**src/rtl/uart_pkg.sv**
```systemverilog
// Shared UART receive definitions: data width, default bit period, FSM states.
// Latency: n/a (package only).
// Backpressure: n/a (package only).
package uart_pkg;

    localparam int UART_DATA_W      = 8;
    localparam int DEF_CLKS_PER_BIT = 16;

    typedef enum logic [2:0] {
        IDLE,
        START,
        DATA,
        PARITY,
        STOP,
        BREAK
    } rx_state_e;

endpackage

```
**src/rtl/sync_2ff.sv**
```systemverilog
// Two-flop synchroniser for a single asynchronous bit, with a configurable reset value.
// Latency: 2 clk cycles from input change to output change.
// Backpressure: none; the output follows the input continuously.
module sync_2ff #(
    parameter logic RST_VAL = 1'b0
) (
    input  logic clk,
    input  logic rst_n,
    input  logic d,
    output logic q
);

    logic meta;

    // Two-stage capture; the first stage may go metastable, the second gives it a cycle to settle.
    always_ff @(posedge clk or negedge rst_n) begin
        if (!rst_n) begin
            meta <= RST_VAL;
            q    <= RST_VAL;
        end else begin
            meta <= d;
            q    <= meta;
        end
    end

endmodule

```
**src/rtl/uart_rx_deser.sv**
```systemverilog
// UART receiver: deserialises 8N1 (optional parity) frames into bytes, flags framing/parity errors.
// Latency: strobe lands 1 cycle after the mid-stop-bit sample (2 sync + 1 + CPB/2 + 9*CPB after the line edge, no parity).
// Backpressure: none; rxd/rx_dv is a push interface and the consumer must take every strobe.
module uart_rx_deser
    import uart_pkg::*;
#(
    parameter int CLKS_PER_BIT = DEF_CLKS_PER_BIT,
    parameter bit PARITY_EN    = 1'b0,
    parameter bit PARITY_ODD   = 1'b0
) (
    input  logic                   clk,
    input  logic                   rst_n,
    input  logic                   uart_rx,
    output logic [UART_DATA_W-1:0] rxd,
    output logic                   rx_dv,
    output logic                   frame_err,
    output logic                   parity_err
);

    localparam int             TW      = $clog2(CLKS_PER_BIT);
    localparam logic [TW-1:0]  HALF_M1 = TW'(CLKS_PER_BIT / 2 - 1);
    localparam logic [TW-1:0]  FULL_M1 = TW'(CLKS_PER_BIT - 1);

    rx_state_e              state;
    rx_state_e              state_nxt;
    logic                   s_rx;
    logic                   s_rx_d;
    logic                   fall;
    logic                   tick;
    logic [TW-1:0]          timer;
    logic [2:0]             bit_idx;
    logic [UART_DATA_W-1:0] shift_reg;
    logic                   par_bad;
    logic                   dv_set;
    logic                   fe_set;
    logic                   pe_set;

    // Line idles high, so the synchroniser resets to 1 to avoid a fake start edge out of reset.
    sync_2ff #(.RST_VAL(1'b1)) u_sync (
        .clk   (clk),
        .rst_n (rst_n),
        .d     (uart_rx),
        .q     (s_rx)
    );

    // Delayed copy of the synchronised line for falling-edge detection.
    always_ff @(posedge clk or negedge rst_n) begin
        if (!rst_n) begin
            s_rx_d <= 1'b1;
        end else begin
            s_rx_d <= s_rx;
        end
    end

    assign fall = s_rx_d & ~s_rx;

    // Sample point: mid start bit in START, then one full bit period per sample after that.
    always_comb begin
        tick = 1'b0;
        case (state)
            START:              tick = (timer == HALF_M1);
            DATA, PARITY, STOP: tick = (timer == FULL_M1);
            default:            tick = 1'b0;
        endcase
    end

    // FSM state register.
    always_ff @(posedge clk or negedge rst_n) begin
        if (!rst_n) begin
            state <= IDLE;
        end else begin
            state <= state_nxt;
        end
    end

    // FSM next-state logic.
    always_comb begin
        state_nxt = state;
        case (state)
            IDLE:   if (fall) state_nxt = START;
            START:  if (tick) state_nxt = s_rx ? IDLE : DATA;
            DATA:   if (tick && bit_idx == 3'd7) state_nxt = PARITY_EN ? PARITY : STOP;
            PARITY: if (tick) state_nxt = STOP;
            STOP:   if (tick) state_nxt = s_rx ? IDLE : BREAK;
            BREAK:  if (s_rx) state_nxt = IDLE;
            default: state_nxt = IDLE;
        endcase
    end

    // FSM outputs: at most one strobe decision per frame, taken at the stop-bit sample.
    always_comb begin
        dv_set = 1'b0;
        fe_set = 1'b0;
        pe_set = 1'b0;
        if (state == STOP && tick) begin
            dv_set = s_rx & ~par_bad;
            pe_set = s_rx & par_bad;
            fe_set = ~s_rx;
        end
    end

    // Bit timer: held at zero while waiting for a frame, wraps to zero on every sample.
    always_ff @(posedge clk or negedge rst_n) begin
        if (!rst_n) begin
            timer <= '0;
        end else if (state == IDLE || state == BREAK || tick) begin
            timer <= '0;
        end else begin
            timer <= timer + TW'(1);
        end
    end

    // Data capture, bit index and latched parity mismatch.
    always_ff @(posedge clk or negedge rst_n) begin
        if (!rst_n) begin
            bit_idx   <= 3'd0;
            shift_reg <= '0;
            par_bad   <= 1'b0;
        end else if (tick) begin
            case (state)
                START: begin
                    bit_idx <= 3'd0;
                    par_bad <= 1'b0;
                end
                DATA: begin
                    shift_reg[bit_idx] <= s_rx;
                    bit_idx            <= bit_idx + 3'd1;
                end
                PARITY: par_bad <= (s_rx != ((^shift_reg) ^ PARITY_ODD));
                default: ;
            endcase
        end
    end

    // Registered strobes; rxd only moves on a good byte.
    always_ff @(posedge clk or negedge rst_n) begin
        if (!rst_n) begin
            rxd        <= '0;
            rx_dv      <= 1'b0;
            frame_err  <= 1'b0;
            parity_err <= 1'b0;
        end else begin
            rx_dv      <= dv_set;
            frame_err  <= fe_set;
            parity_err <= pe_set;
            if (dv_set) begin
                rxd <= shift_reg;
            end
        end
    end

endmodule

```
**config.mk**
```make
export PLATFORM = sky130hd
export DESIGN_NAME = uart_rx_deser
export DESIGN_NICKNAME = d
export VERILOG_FILES = /design/src/rtl/uart_pkg.sv /design/src/rtl/sync_2ff.sv /design/src/rtl/uart_rx_deser.sv
export SDC_FILE = /design/constraint.sdc
export NUM_CORES = 1
export LEC_CHECK = 0
export CORE_MARGIN = 4
export CORE_UTILIZATION = 40
export DETAILED_ROUTE_END_ITERATION = 16
export PLACE_DENSITY = 0.64
export SYNTH_ARGS = -nofsm -noshare
export SYNTH_HDL_FRONTEND = slang
export SYNTH_SLANG_ARGS = --single-unit
export TNS_END_PERCENT = 20
```
**constraint.sdc**
```tcl
create_clock -name clk -period 2.7 [get_ports clk]
set_input_delay 0.27 -clock clk [delete_from_list [all_inputs] [get_ports clk]]
set_output_delay 0.27 -clock clk [all_outputs]
set_load 0.01 [all_outputs]
```
==> summary.txt, run 1 <==
Final std cells w/o fill: 193
Final GP Congestion: 0.8239
DR iter-0 viols: 23
Top FF cell, synth: dfrtp_1
DRT antenna net count: 0
Worst hold path class: register to register
Worst-Margin Slew: 621.2 ps
Critical path arrival: 2120 ps
Buffers inserted by post-CTS timing repair: 0
Placed Instances: 185
CTS tree: built
Cells on Worst Hold Path: 0
Max-Cap Viols: 0
Top delay family on crit path: simple AND/OR/NAND/NOR gates
Crit-path cells: ha_1 -> and3_1 -> nor3b_4 -> nand3b_4 -> mux2_2
CP required: 2870 ps
Worst R2R End: rxd[4]$_DFFE_PN0P_
Clk buf depth: 2
Dpl hpwl: 1.835 mm
Synth async-reset ratio: 100.0%
Netlist cell types: 32
WL/cell: 13.68 um
Post-Syn Area per Cell: 11.96 um^2
Power Total: 1.151 mW
Die H: 70.11 um
Total core area: 3689 um^2
Mapped Area: 1543 um^2
Initial antenna violation count: 0
Rows: 22
Reg2Reg Depth: 5
Crit Reg-Reg Startpoint: timer[0]$_DFF_PN0_
Vias in the first global route: 1,021
CTS buffer count: 5
CP startpoint: timer[0]$_DFF_PN0_
Slew Limit Headroom: 58.20%
CP endpoint kind: register
ANT cells: 0
Largest net degree at the start of global routing: 34
Total I/O pin count: 14
Top cell type's share of synthesized area: 48.66%
DR vias: 1,003
Worst hold start: u_sync.meta$_DFF_PN1_
Global route total overflow: 0
CTS clk-pin slew, worst paths: 60 ps
Nets: 150
Drt total wl: 2.640 mm
Final setup fails: 0
Worst Path Buf+Inv: 0
Setup Crit Path Kind: register to register
Setup TNS: 0 ps
Power Dens Cells: 641.7 nW/um^2
RSZ-0062 raised after global routing: false
Synthesis Warnings: 0
Post-synth EDFFs: 0
DR pass1 iterations: 4
DR vias/cell: 5.197
Tcrit/Tclk final: 72.13%
Die area: 4915 um^2
Port Buffers: 13
Area growth syn-to-layout: 16.22%
Post-Syn Instances: 129
CP Max Fanout: 10
CTS Hold Buffers Added: 0
H-tree depth: 2
CTS root buffer: clkbuf_8
LEAKAGE: 0.8648 nW
Global-route wire length before repair: 4.802 mm
Worst Clk Skew: 7.192 ps
Setup crit start kind: register
Worst skew pair latency: 290 ps
Flop-to-flop setup slack: 750 ps
Minimum clock period: 1948 ps
Syn_nets: 135
Status: finished, final reports clean
Crit-path max cell delay: 390 ps
Layout cells sized above 1: 20.69%
Post-layout util: 48.61%
Top cells by area, synth: dfrtp_1 (49%), mux2_2 (12%), dfstp_2 (5.1%)
CP max-delay cell: and3_1
Post-synthesis sequential area ratio: 53.77%
Post-CTS Resized: 0
Die Wd: 70.11 um
FF+latch count, synth: 33
Clock Sinks: 33
Hold EP: u_sync.q$_DFF_PN1_
Slew Viols, Final: 0
Final Hold Vio Count: 0
Starting Density: 41.82%
Area leader, netlist: dfrtp_1
Max Fclk: 0.5135 GHz
Gr usage total: 12.56%
Drc violations: 0
Peak supply drop: 327.1 uV
==> layer usage <==
metal / vias to the layer above / part of all wire (%) / global-route usage, %
met5: - / 0 / 0
met4: 0 / 2.3 / 7.447
met3: 6 / 5.2 / 5.324
met2: 24 / 48 / 19.31
met1: 491 / 45 / 14.49
li1: 482 / - / -
==> cell usage after synthesis (4+ instances only) <==
cell type  count
nand2_1       10
nand4_1        4
xnor2_1        7
nor2_1         7
nand3_1        8
o21ai_0        4
mux2_2        16
nor2b_1        4
dfrtp_1       30
==> placed cells by master (no fill, tap or decap), drive strengths merged <==
cell type,n
xnor2,7
a22o,1
nor4,1
nor2,7
and3,2
dfrtp,30
nand3b,1
clkdlybuf4s50,13
clkbuf,6
inv,2
xnor3,1
a22oi,1
o31ai,1
a32oi,1
nand4,4
o21a,1
nand3,8
buf,2
nor2b,4
a31oi,1
and4,1
nand2,10
xor2,3
nand2b,3
o22ai,3
o21ai,4
ha,3
o211ai,1
mux2,16
and3b,1
dfstp,3
clkinv,2
nor3b,1
==> how the worst max path moves through the flow <==
stage / endpoint / slack, ps / depth (start not counted)
floorplan: shift_reg[7]$_DFFE_PN0P_ / 1020 / 6
global placement: rxd[5]$_DFFE_PN0P_ / 820 / 5
detailed placement: rxd[5]$_DFFE_PN0P_ / 760 / 5
CTS: rxd[5]$_DFFE_PN0P_ / 760 / 5
global route: shift_reg[6]$_DFFE_PN0P_ / 630 / 5
finish: rxd[4]$_DFFE_PN0P_ / 750 / 5
==> cell type report <==
type                            count  area [um^2]
Fill cell                         355         1896
Multi-Input combinational cell     87        668.1
Inverter                            2        7.507
Tap cell                           48        60.06
Clock buffer                        6        72.57
Sequential cell                    33        829.5
Clock inverter                      2        10.01
Timing Repair Buffer               15        145.1
==> cells by family after synthesis <==
group / after synthesis / synth area share, %
simple gates: 43 / 16.06
buf+inv: 9 / 2.920
fa+ha+maj: 3 / 2.433
flops: 33 / 53.77
xor+xnor: 11 / 7.137
mux: 16 / 11.68
compound gates: 14 / 6.003
==> worst register-to-register path, cell delays in order, from the launching register on <==
cell and delay [ps]:
dfrtp_1 370, ha_1 250, and3_1 390, nor3b_4 320
nand3b_4 190, mux2_2 320
==> power by group <==
part | internal, mW | total (mW) | switching [mW] | leakage (nW)
logic | 0.0876 | 0.199 | 0.111 | 0.379
clock network | 0.178 | 0.352 | 0.174 | 0.0450
registers | 0.541 | 0.600 | 0.0594 | 0.441
total | 0.807 | 1.15 | 0.344 | 0.865
==> metrics by stage <==
stage	hold WS (ps)	instance area [um^2]	setup WS [ps]
2_1_floorplan	-25.59	1543	1024
3_3_place_gp	347.2	1710	823.3
3_5_place_dp	354.0	1710	763.3
4_1_cts	359.1	1793	756.9
5_1_grt	357.6	1793	627.1
6_report	360.5	1793	752.4
No activity file was read; power rests on OpenSTA's default activity.
==> run 2, diff against run 1 <==
- clock period: 2.7 -> 1.8 ns (I/O delays scaled with it)
==> run 2 against run 1 <==
Register-to-register slack lost 650 ps. First-iteration DRC count grew 83%. Hold slack lost 66 ps. Clock power grew 100%. Worst setup slack lost 650 ps. Sequential power grew 53%. Power grew 69%. Combinational power grew 62%. Count of clock-buffer cells in the layout grew 1. Largest power group unchanged. Highest routed layer unchanged.
==> summary.txt, run 2 (synthesized netlist as in run 1, its figures left out) <==
Final instance area: 1874 um^2
Setup crit start kind: register
Largest net degree at the start of global routing: 34
Total I/O pin count: 14
CTS root buffer: clkbuf_8
CTS Hold Buffers Added: 0
Crit-path max cell delay: 380 ps
Die Wd: 70.11 um
Dpl hpwl: 1.944 mm
Power Dens Cells: 1039 nW/um^2
Peak supply drop: 570.7 uV
Initial antenna violation count: 0
Minimum clock period: 1699 ps
DR vias: 1,011
Global-route wire length before repair: 4.809 mm
Clock Sinks: 33
DR iter-0 viols: 42
Post-layout util: 50.81%
Final Hold Vio Count: 0
Critical path arrival: 1870 ps
ANT cells: 0
Drt total wl: 2.730 mm
Worst Clk Skew: 7.545 ps
CP max-delay cell: dfrtp_1
Starting Density: 41.82%
Setup Crit Path Kind: register to register
Nets: 156
Worst hold path class: input pin to async pin
FF/Latch Area: 829.5 um^2
CP Max Fanout: 9
Slew Viols, Final: 0
Area occupied by multi-input gates: 670.6 um^2
H-tree depth: 2
Power Total: 1.948 mW
RSZ-0062 raised after global routing: false
Die H: 70.11 um
Hold slack: 294.2 ps
CP required: 1970 ps
Tcrit/Tclk final: 94.38%
Area growth syn-to-layout: 21.49%
Total core area: 3689 um^2
Die area: 4915 um^2
Rows: 22
Global route total overflow: 0
Dpl cell area: 1755 um^2
Max Fclk: 0.5886 GHz
Worst skew pair latency: 280 ps
Gr usage total: 12.61%
LEAKAGE: 0.9077 nW
Commonest non-fill, non-tap cell in the layout: dfrtp_1
Clk buf depth: 2
DRT antenna net count: 0
Drc violations: 0
DR pass1 iterations: 4
Layout cells sized above 1: 24.50%
Worst-Margin Slew: 399.8 ps
Crit-path cells: ha_2 -> and3_1 -> nor3b_4 -> nand3b_4 -> mux2_2
Slew Limit Headroom: 73.34%
Max-Cap Viols: 0
CTS tree: built
Most frequent cells in the layout: dfrtp_1 (30), mux2_2 (16), clkdlybuf4s50_1 (13)
Filler cells: 356
Status: finished, final reports clean
Vias in the first global route: 1,063
CP endpoint kind: register
DR vias/cell: 5.080
Port Buffers: 13
Setup TNS: 0 ps
WL/cell: 13.72 um
Final GP Congestion: 0.8978
CTS clk-pin slew, worst paths: 70 ps
CTS buffer count: 5
Final setup fails: 0
## run 2: cell types whose count changed in the layout (fill, tap and decap cells not counted), sizes merged
cell / previous run / this run
bufinv: 0 / 1
buf: 2 / 8
clkbuf: 6 / 7
clkinv: 2 / 0
## run 2: metal layers
| layer | GRT usage [%] | wire length (um) |
|---|---|---|
| met3 | 4.892 | 136 |
| met4 | 7.447 | 87 |
| met2 | 19.94 | 1245 |
| met1 | 14.39 | 1260 |
| met5 | 0 | 0 |
## run 2: through the flow
stage               worst slack [ps]  std cells
finish                         101.1        199
global route                   10.67        199
CTS                            77.60        199
detailed placement             76.73        191
global placement               138.2        191
floorplan                      123.5        129
## run 2: critical path: cells and delay by family, from the launching register on
kind,cells,cell delay [ps]
AND/OR/NAND/NOR,3,680
flip-flops,1,380
multiplexers,1,310
adder cells (fa/ha/maj),1,230
## run 2: final cells by class
cell class                 count  area share, %
clock buffer                   7          4.606
clock inverter                 1          1.602
inverter                       2         0.4005
multi-input combinational     87          35.78
sequential                    33          44.26
tap                           48          3.204
timing repair buffer          21          10.15
## run 2: power by group
| group | internal [mW] | total [mW] | switching, mW |
|---|---|---|---|
| Clock | 0.451 | 0.707 | 0.256 |
| Combinational | 0.161 | 0.322 | 0.161 |
| Sequential | 0.811 | 0.918 | 0.107 |
| Total | 1.42 | 1.95 | 0.525 |
## run 2: what timing repair did
item / 4_1_cts / 5_1_grt
gates resized for setup: 0 / 1
buffers inserted: 0 / 0
endpoints found under the setup margin: 0 / 9
## run 2: worst paths after layout
kind                                        from                     to  slack, ps  cells past startpoint
max                           timer[0]$_DFF_PN0_     rxd[5]$_DFFE_PN0P_        100                      5
min                                        rst_n     rxd[6]$_DFFE_PN0P_        290                      2
max reg2reg                   timer[0]$_DFF_PN0_     rxd[5]$_DFFE_PN0P_        100                      5
min reg2reg                u_sync.meta$_DFF_PN1_     u_sync.q$_DFF_PN1_        360                      0
max in group asynchronous                  rst_n       s_rx_d$_DFF_PN1_       1180                      2
min in group clk                         uart_rx  u_sync.meta$_DFF_PN1_        300                      1
==> run 3, diff against run 2 <==
- CTS_BUF_LIST: default -> sky130_fd_sc_hd__clkbuf_8
==> run 3 against run 2 <==
Combinational power barely moved. Clock skew barely moved. Utilization rose by 0.17 points. Critical endpoint unchanged. Sequential power barely moved. Critical path type unchanged. Register-to-register slack barely moved.
==> summary.txt, run 3 (synthesized netlist as in run 1, its figures left out) <==
Status: finished, final reports clean
Peak supply drop: 571.1 uV
RSZ-0062 raised after global routing: false
Slew Viols, Final: 0
Die area: 4915 um^2
H-tree depth: 2
Final GP Congestion: 0.8978
CTS clk-pin slew, worst paths: 70 ps
Drc violations: 0
Layout cells sized above 1: 25.17%
Flop-to-flop setup slack: 100 ps
Minimum clock period: 1704 ps
Final instance area: 1881 um^2
Worst Path Buf+Inv: 0
Drt total wl: 2.772 mm
Setup Crit Path Kind: register to register
Max-Cap Viols: 0
Power Total: 1.946 mW
Final setup fails: 0
Initial antenna violation count: 0
Worst-Margin Slew: 419.2 ps
CP max-delay cell: dfrtp_1
Worst R2R End: rxd[5]$_DFFE_PN0P_
Vias in the first global route: 1,063
Crit-path max cell delay: 380 ps
Top delay family on crit path: simple AND/OR/NAND/NOR gates
ANT cells: 0
Setup crit start kind: register
Max Fclk: 0.5870 GHz
Dpl cell area: 1755 um^2
Filler cells: 354
Global-route wire length before repair: 4.809 mm
CP Max Fanout: 9
Combinational share of power: 16.6%
Total core area: 3689 um^2
CP endpoint kind: register
Nets: 156
P_sw: 0.5284 mW
Tcrit/Tclk final: 94.65%
DR iter-0 viols: 39
CTS Hold Buffers Added: 0
M1 WL: 1.291 mm
DR pass1 iterations: 4
Area occupied by multi-input gates: 676.9 um^2
Crit-path cells: ha_2 -> and3_1 -> nor3b_4 -> nand3b_4 -> mux2_2
FF/Latch Area: 829.5 um^2
Die Wd: 70.11 um
Clock power frac: 36.1%
Hold slack: 295.1 ps
Reg2Reg Depth: 5
Commonest non-fill, non-tap cell in the layout: dfrtp_1
Rows: 22
Global route total overflow: 0
Clock Sinks: 33
Slew Limit Headroom: 72.06%
Gr usage total: 12.61%
Starting Density: 41.82%
Worst skew pair latency: 280 ps
DRT antenna net count: 0
Largest net degree at the start of global routing: 34
Highest routed layer: met4
Sw Share: 27.16%
CTS tree: built
DR vias: 1,013
CTS root buffer: clkbuf_8
Placed Instances: 191
Critical path arrival: 1870 ps
Most frequent cells in the layout: dfrtp_1 (30), mux2_2 (16), clkdlybuf4s50_1 (13)
Worst Clk Skew: 7.476 ps
DR vias/cell: 5.090
Area growth syn-to-layout: 21.90%
Worst hold path class: input pin to async pin
Dpl hpwl: 1.944 mm
Setup TNS: 0 ps
CP startpoint: timer[0]$_DFF_PN0_
CP Depth: 5
LEAKAGE: 0.9123 nW
Final Hold Vio Count: 0
CTS buffer count: 5
CP required: 1970 ps
Sequential power share: 47.3%
Met3 wire length: 136 um
Crit Reg-Reg Startpoint: timer[0]$_DFF_PN0_
WL/cell: 13.93 um
Clk buf depth: 2
Port Buffers: 13
Critical Path End: rxd[5]$_DFFE_PN0P_
Met2 Wirelength: 1.257 mm
Power Dens Cells: 1035 nW/um^2
Int Power: 1.417 mW
Total I/O pin count: 14
Final std cells w/o fill: 199
Die H: 70.11 um
[run 3: cell count changes in the layout (fill, tap and decap cells not counted)]
cell and delta:
clkbuf_1 -1, nor4_2 +1, nor4_1 -1, inv_1 +1
[run 3: how the worst min path moves through the flow]
| stage | start | endpoint | cells after the start |
|---|---|---|---|
| after floorplan | rst_n | bit_idx[0]$_DFFE_PN0P_ | 0 |
| after global placement | u_sync.meta$_DFF_PN1_ | u_sync.q$_DFF_PN1_ | 0 |
| after detailed placement | u_sync.meta$_DFF_PN1_ | u_sync.q$_DFF_PN1_ | 0 |
| after CTS | uart_rx | u_sync.meta$_DFF_PN1_ | 1 |
| after global routing | uart_rx | u_sync.meta$_DFF_PN1_ | 1 |
| final | rst_n | rxd[6]$_DFFE_PN0P_ | 2 |
[run 3: routing by layer]
layer	track usage, %	vias to the layer above
met4	7.447	0
met3	4.892	10
met1	14.39	491
met2	19.94	19
met5	0	-
li1	-	493
[run 3: through the flow]
step	util [%]	setup slack (ps)
floorplan	-	123.5
finish	50.98	96.32
detailed placement	47.59	76.73
global route	50.98	11.50
global placement	47.59	138.2
CTS	50.75	77.60
[run 3: layout make-up]
type                            instances  share of cell area, %
Sequential cell                        33                  44.11
Multi-Input combinational cell         87                  35.99
Clock buffer                            6                  4.391
Clock inverter                          2                  1.796
Timing Repair Buffer                   21                  10.11
Tap cell                               48                  3.194
Inverter                                2                 0.3992
[run 3: repair_timing]
item,in CTS,in global routing
setup buffers,0,0
endpoints found under the setup margin,0,9
gates resized for setup,0,2
[run 3: power groups by stage]
stage | Combinational, mW | Sequential, mW | Clock (mW)
after floorplan | 0.274 | 0.861 | 0
after global placement | 0.304 | 0.921 | 0
after CTS | 0.322 | 0.914 | 0.721
after detailed placement | 0.318 | 0.928 | 0
final | 0.323 | 0.920 | 0.702
after global routing | 0.366 | 0.931 | 0.760
[run 3: worst register-to-register path: stages (launching register included)]
cell	delay, ps
dfrtp_1	380
ha_2	230
and3_1	230
nor3b_4	260
nand3b_4	190
mux2_2	310
